--- config.mk ---
export PLATFORM = sky130hd
export DESIGN_NAME = design_exmpl_sched
export DESIGN_NICKNAME = d
export VERILOG_FILES = /design/src/rtl/design_exmpl_sched.sv
export SDC_FILE = /design/constraint.sdc
export NUM_CORES = 1
export LEC_CHECK = 0
export BUFFER_PORTS_ARGS = -buffer_cell sky130_fd_sc_hd__buf_2
export CAP_MARGIN = 10
export CORE_MARGIN = 1
export CORE_UTILIZATION = 54
export DETAILED_ROUTE_END_ITERATION = 6
export PLACE_DENSITY_LB_ADDON = 0.12
export SLEW_MARGIN = 30
export SYNTH_ARGS = -nofsm -noshare
export SYNTH_HDL_FRONTEND = slang
export SYNTH_SLANG_ARGS = --single-unit
--- constraint.sdc ---
create_clock -name clk_i -period 1.7 [get_ports clk_i]
set_input_delay 0.255 -clock clk_i [delete_from_list [all_inputs] [get_ports clk_i]]
set_output_delay 0.255 -clock clk_i [all_outputs]
set_load 0.02 [all_outputs]
--- src/rtl/design_exmpl_sched.sv ---
// Two-requester run scheduler: arbitrates req_i, launches one datapath run, waits for F to clear/set, acks.
// Build option: DESIGN_EXMPL_SCHED_RR_EN selects round-robin arbitration (default is fixed priority, req 0 first).
module design_exmpl_sched #(
  parameter int unsigned TIMEOUT = 20
) (
  input  logic       clk_i,
  input  logic       rst_b_i,
  input  logic [1:0] req_i,
  input  logic       F_i,
  input  logic       E_i,
  output logic       start_o,
  output logic [1:0] gnt_o,
  output logic [1:0] ack_o,
  output logic       err_o,
  output logic       res_E_o,
  output logic       busy_o
);

  typedef enum logic [2:0] {IDLE, LAUNCH, WAIT_CLR, RUN, DONE} state_e;

  localparam logic [7:0] TMO = 8'(TIMEOUT);

  state_e     state_q;
  logic [7:0] cnt_q;
  logic [7:0] cnt_d;
  logic       start_q;
  logic [1:0] gnt_q;
  logic [1:0] ack_q;
  logic [1:0] mask_q;
  logic       err_q;
  logic       res_q;
  logic       busy_q;
  logic [1:0] elig;
  logic [1:0] win_d;
  logic       tmo;
`ifdef DESIGN_EXMPL_SCHED_RR_EN
  logic       ptr_q;
`endif

  // A requester acked last cycle sits out exactly one arbitration.
  always_comb begin
    elig  = req_i & ~mask_q;
    win_d = elig;
    if (elig == 2'b11) begin
`ifdef DESIGN_EXMPL_SCHED_RR_EN
      win_d = ptr_q ? 2'b10 : 2'b01;
`else
      win_d = 2'b01;
`endif
    end
    cnt_d = cnt_q + 8'd1;
    tmo   = (cnt_d == TMO);
  end

  always_ff @(posedge clk_i or negedge rst_b_i) begin
    if (!rst_b_i) begin
      state_q <= IDLE;
      cnt_q   <= '0;
      start_q <= 1'b0;
      gnt_q   <= '0;
      ack_q   <= '0;
      mask_q  <= '0;
      err_q   <= 1'b0;
      res_q   <= 1'b0;
      busy_q  <= 1'b0;
`ifdef DESIGN_EXMPL_SCHED_RR_EN
      ptr_q   <= 1'b0;
`endif
    end else begin
      start_q <= 1'b0;
      ack_q   <= '0;
      err_q   <= 1'b0;
      mask_q  <= ack_q;
      case (state_q)
        IDLE: begin
          if (|win_d) begin
            gnt_q   <= win_d;
            start_q <= 1'b1;
            busy_q  <= 1'b1;
            state_q <= LAUNCH;
`ifdef DESIGN_EXMPL_SCHED_RR_EN
            ptr_q   <= win_d[0];
`endif
          end
        end
        LAUNCH: begin
          cnt_q   <= '0;
          state_q <= WAIT_CLR;
        end
        WAIT_CLR, RUN: begin
          cnt_q <= cnt_d;
          // Timeout overrides whatever F_i is doing this cycle.
          if (tmo) begin
            state_q <= DONE;
            ack_q   <= gnt_q;
            err_q   <= 1'b1;
            res_q   <= 1'b0;
          end else if (state_q == WAIT_CLR && !F_i) begin
            state_q <= RUN;
          end else if (state_q == RUN && F_i) begin
            state_q <= DONE;
            ack_q   <= gnt_q;
            res_q   <= E_i;
          end
        end
        DONE: begin
          gnt_q   <= '0;
          busy_q  <= 1'b0;
          state_q <= IDLE;
        end
        default: state_q <= IDLE;
      endcase
    end
  end

  assign start_o = start_q;
  assign gnt_o   = gnt_q;
  assign ack_o   = ack_q;
  assign err_o   = err_q;
  assign res_E_o = res_q;
  assign busy_o  = busy_q;

endmodule
==> reports/qor_table.md <==
| Stage | Item | Value |
| --- | --- | --- |
| run status | Result of the run | finished clean |
| global route | Number of global-route vias before repair | 703 |
| yosys | Number of synthesized register bits | 21 |
| critical path | Type of the worst setup path | reg2reg |
| placement | IO Port Bufs | 13 |
| sta | Setup TNS | 0 ns |
| drt | Total wire length after detailed routing | 1.86 mm |
| yosys | Main combinational cell family by area after synthesis | compound AO/OA/AOI/OAI gates |
| yosys | Number of warnings issued by yosys | 0 |
| yosys | Net count of the mapped netlist | 97 |
| global route | Largest net degree at the start of global routing | 22 |
| critical path | Type of origin of the critical path | flop |
| drt | Antenna Nets Post-Route | 0 |
| clock network | Clock network latency to the later pin of the worst-skew pair | 0.30 ns |
| yosys | Post-synthesis average cell area | 10.9 sq um |
| layout | Final nets | 113 |
| die | Top Ports | 14 |
| die | Die Width | 44.5 um |
| clock network | Maximum buffer depth of the clock tree | 2 |
| yosys | Async set-or-reset flop fraction in the synthesized netlist | 100% |
| yosys | Register area share after synthesis | 53.8% |
| sta | Final setup margin | 0.133 ns |
| sta | Clock tree skew after final layout | 0.00457 ns |
| power and ir drop | Worst supply voltage drop on vdd | 1.05 mV |
| sta | Transition time of the tightest slew-check pin | 0.455 ns |
| clock network | Number of setup buffers added after CTS | 0 |
| power and ir drop | Static power due to leakage | 0.000518 uW |
| drt | Number of DRC violations after detailed-routing iteration 0 | 14 |
| placement | Placed wire-length estimate after detailed placement | 1.30 mm |
| drt | Detail-routed via count per cell | 5.76 |
| yosys | Post-synthesis xor/xnor area fraction | 1.79% |
| die | Count of standard-cell rows | 15 |
| yosys | Area share of and/or/nand/nor cells after synthesis | 16.1% |
| global route | Wire length of the first global-routing pass | 3.06 mm |
| yosys | Post-synth top flop | dfrtp_1 |
| drt | Number of iterations in the first detailed-routing pass | 4 |
| global route | Total global routing overflow | 0 |
| layout | Area added between synthesis and finish | 12.9% |
| clock network | Clock tree from TritonCTS | yes |
| placement | Weighted congestion at the end of routability-driven global placement | 0.782 |
| sta | Final Hold Viols | 0 |
| sta | Min cycle time layout | 1.57 ns |
| global route | Gr usage total | 21.6% |
| yosys | Post-synthesis cell type count | 35 |
| critical path | Worst path buffer plus inverter count | 0 |
| yosys | Mapped cell area | 977 sq um |
| die | Core region area | 1710 sq um |
| sta | Unrepaired setup endpoints after global routing | no |
| global route | Initial antenna violation count | 0 |
| clock network | Clock sink total | 21 |
| yosys | Gate count of the mapped netlist | 90 |
| drt | Number of design rule violations left after detail routing | 0 |
| sta | Worst slack on hold paths | 0.183 ns |
| min path | Classification of the worst-slack hold path | in2reg |
| yosys | Compound-cell area share of the yosys netlist | 21.8% |
| critical path | Slowest stage delay, CP | 0.42 ns |
| yosys | Number of flops mapped to enable cells by yosys | 0 |
| yosys | Share of cell area taken by muxes after synthesis | 2.18% |
| yosys | Share of synthesized cell area in full adder, half adder and majority cells | 1.28% |
| clock network | Reg clk slew, reported paths | 0.12 ns |
| clock network | Maximum level of the CTS H-tree | 1 |
| flow run | Maxcap violations | 0 |
| critical path | Arr. time, crit path | 1.80 ns |
| global route | Met3 Usage GRT | 3.67% |
| layout | Leading cell type in the layout, fill and taps excluded | dfrtp_1 |
| layout | Fraction of layout cells with a size suffix above 1 | 23.8% |
| clock network | CTS Root Cell | clkbuf_4 |
| drt | Routed wire per std cell | 14.3 um |
| placement | Pre-CTS WS | 0.153 ns |
| sta | Part of the cycle the worst path needs | 92.2% |
| sta | Final setup violating endpoints | 0 |
| critical path | Top Family by Delay on Critical Path | simple AND/OR/NAND/NOR gates |
| drt | Vias after detailed routing | 749 |
| power and ir drop | Power Density | 1540 nW/um^2 |
| die | Die Y | 44.5 um |
| clock network | Total clock buffers created by CTS | 3 |
| critical path | Crit-path cells | ha_1, nand2b_1, nor4b_2, o211ai_2, a21boi_1 |
| layout | Fill cell count | 137 |
| global route | Met2 usage | 32.1% |
| die | Starting density of the core | 57.2% |
| critical path | Endpoint class of the critical path | flop |
| sta | Maximum clock frequency | 638 MHz |
| global route | Most crowded layer after global routing | met2 |
| sta | Pins over their slew limit | 0 |
| critical path | Master of the slowest instance on the critical path | dfrtp_1 |
| layout | Commonest cells after routing, fill and taps aside | 21 x dfrtp_1, 13 x buf_2, 11 x o21ai_0 |
| global route | Routing usage on met1 | 31.1% |
| critical path | Critical path required time | 1.93 ns |
| die | Total Die Area | 1980 sq um |
| layout | Number of antenna repair diodes | 0 |
| sta | Relative slew slack | 69.4% |
| critical path | Worst-path fanout max | 5 |
| power and ir drop | Pwr Total | 1700 uW |
==> synth_stat cells, types with 3 or more instances <==
library cell | count | area, sq um
nor2b_1 | 3 | 18.8
dfrtp_1 | 21 | 526
nand2b_1 | 3 | 18.8
nand2_1 | 4 | 15.0
o21ai_1 | 3 | 15.0
nor2_1 | 4 | 15.0
o21ai_0 | 11 | 55.1
==> flip-flops by register name (all words and copies together) (netlist names) <==
| register | count |
|---|---|
| res_E_o | 1 |
| busy_o | 1 |
| err_o | 1 |
| gnt_o | 2 |
| cnt_q | 8 |
| state_q | 3 |
| ack_o | 2 |
| start_o | 1 |
| mask_q | 2 |
==> per-layer routing <==
metal | share of wire, % | vias to the layer above
met5 | 0 | -
met4 | 1.3 | 0
met3 | 2.6 | 2
met2 | 45 | 13
met1 | 51 | 375
li1 | - | 359
==> logic make-up (layout without fill, tap and decap cells) <==
| group | count (synthesis) | in the layout |
|---|---|---|
| compound gates | 31 | 31 |
| simple gates | 26 | 26 |
| flops | 21 | 21 |
| buf+inv | 7 | 22 |
| xor+xnor | 2 | 2 |
| mux | 2 | 2 |
| fa+ha+maj | 1 | 1 |
==> worst reg2reg max path: stages (launching register included) <==
cell and delay (ns):
dfrtp_1 0.42, ha_1 0.21, nand2b_1 0.09, nor4b_2 0.37
o211ai_2 0.22, a21boi_1 0.19
==> layout make-up <==
class	instances	area (sq um)	area share, %
clock inverter	1	5.00	0.454
inverter	2	7.51	0.680
sequential	21	526	47.6
timing repair buffer	16	90.1	8.16
tap	25	31.3	2.83
multi-input combinational	62	422	38.2
clock buffer	3	22.5	2.04
==> per-stage QoR <==
stage          utilization (%)  cell area (sq um)  cells
2_1_floorplan                -                977     90
3_3_place_gp              62.4               1070    125
3_5_place_dp              62.4               1070    125
4_1_cts                   64.6               1100    130
5_1_grt                   64.6               1100    130
6_report                  64.6               1100    130
==> repair_timing <==
action / 4_1_cts / 5_1_grt
hold endpoints to repair: 21 / 0
resized for setup: 0 / 0
hold buffers: 1 / 0
==> worst paths after layout <==
| check | cells after the start | slack (ns) | from | end |
|---|---|---|---|---|
| hold / removal | 2 | 0.18 | F_i | state_q[0] |
| max in group asynchronous | 2 | 0.96 | rst_b_i | res_E_o |
| min in group asynchronous | 2 | 0.43 | rst_b_i | err_o |
| setup / recovery | 5 | 0.13 | cnt_q[0] | ack_o[0] |
| setup reg to reg | 5 | 0.13 | cnt_q[0] | ack_o[0] |
| hold reg to reg | 0 | 0.39 | ack_o[1] | mask_q[1] |
==> where the power goes <==
group          total [uW]  internal (uW)  switching, uW
combinational         651            274            376
sequential            816            654            162
clock                 236           87.5            149
total                1700           1020            687
Note: power is estimated with default switching activity, not from simulation.
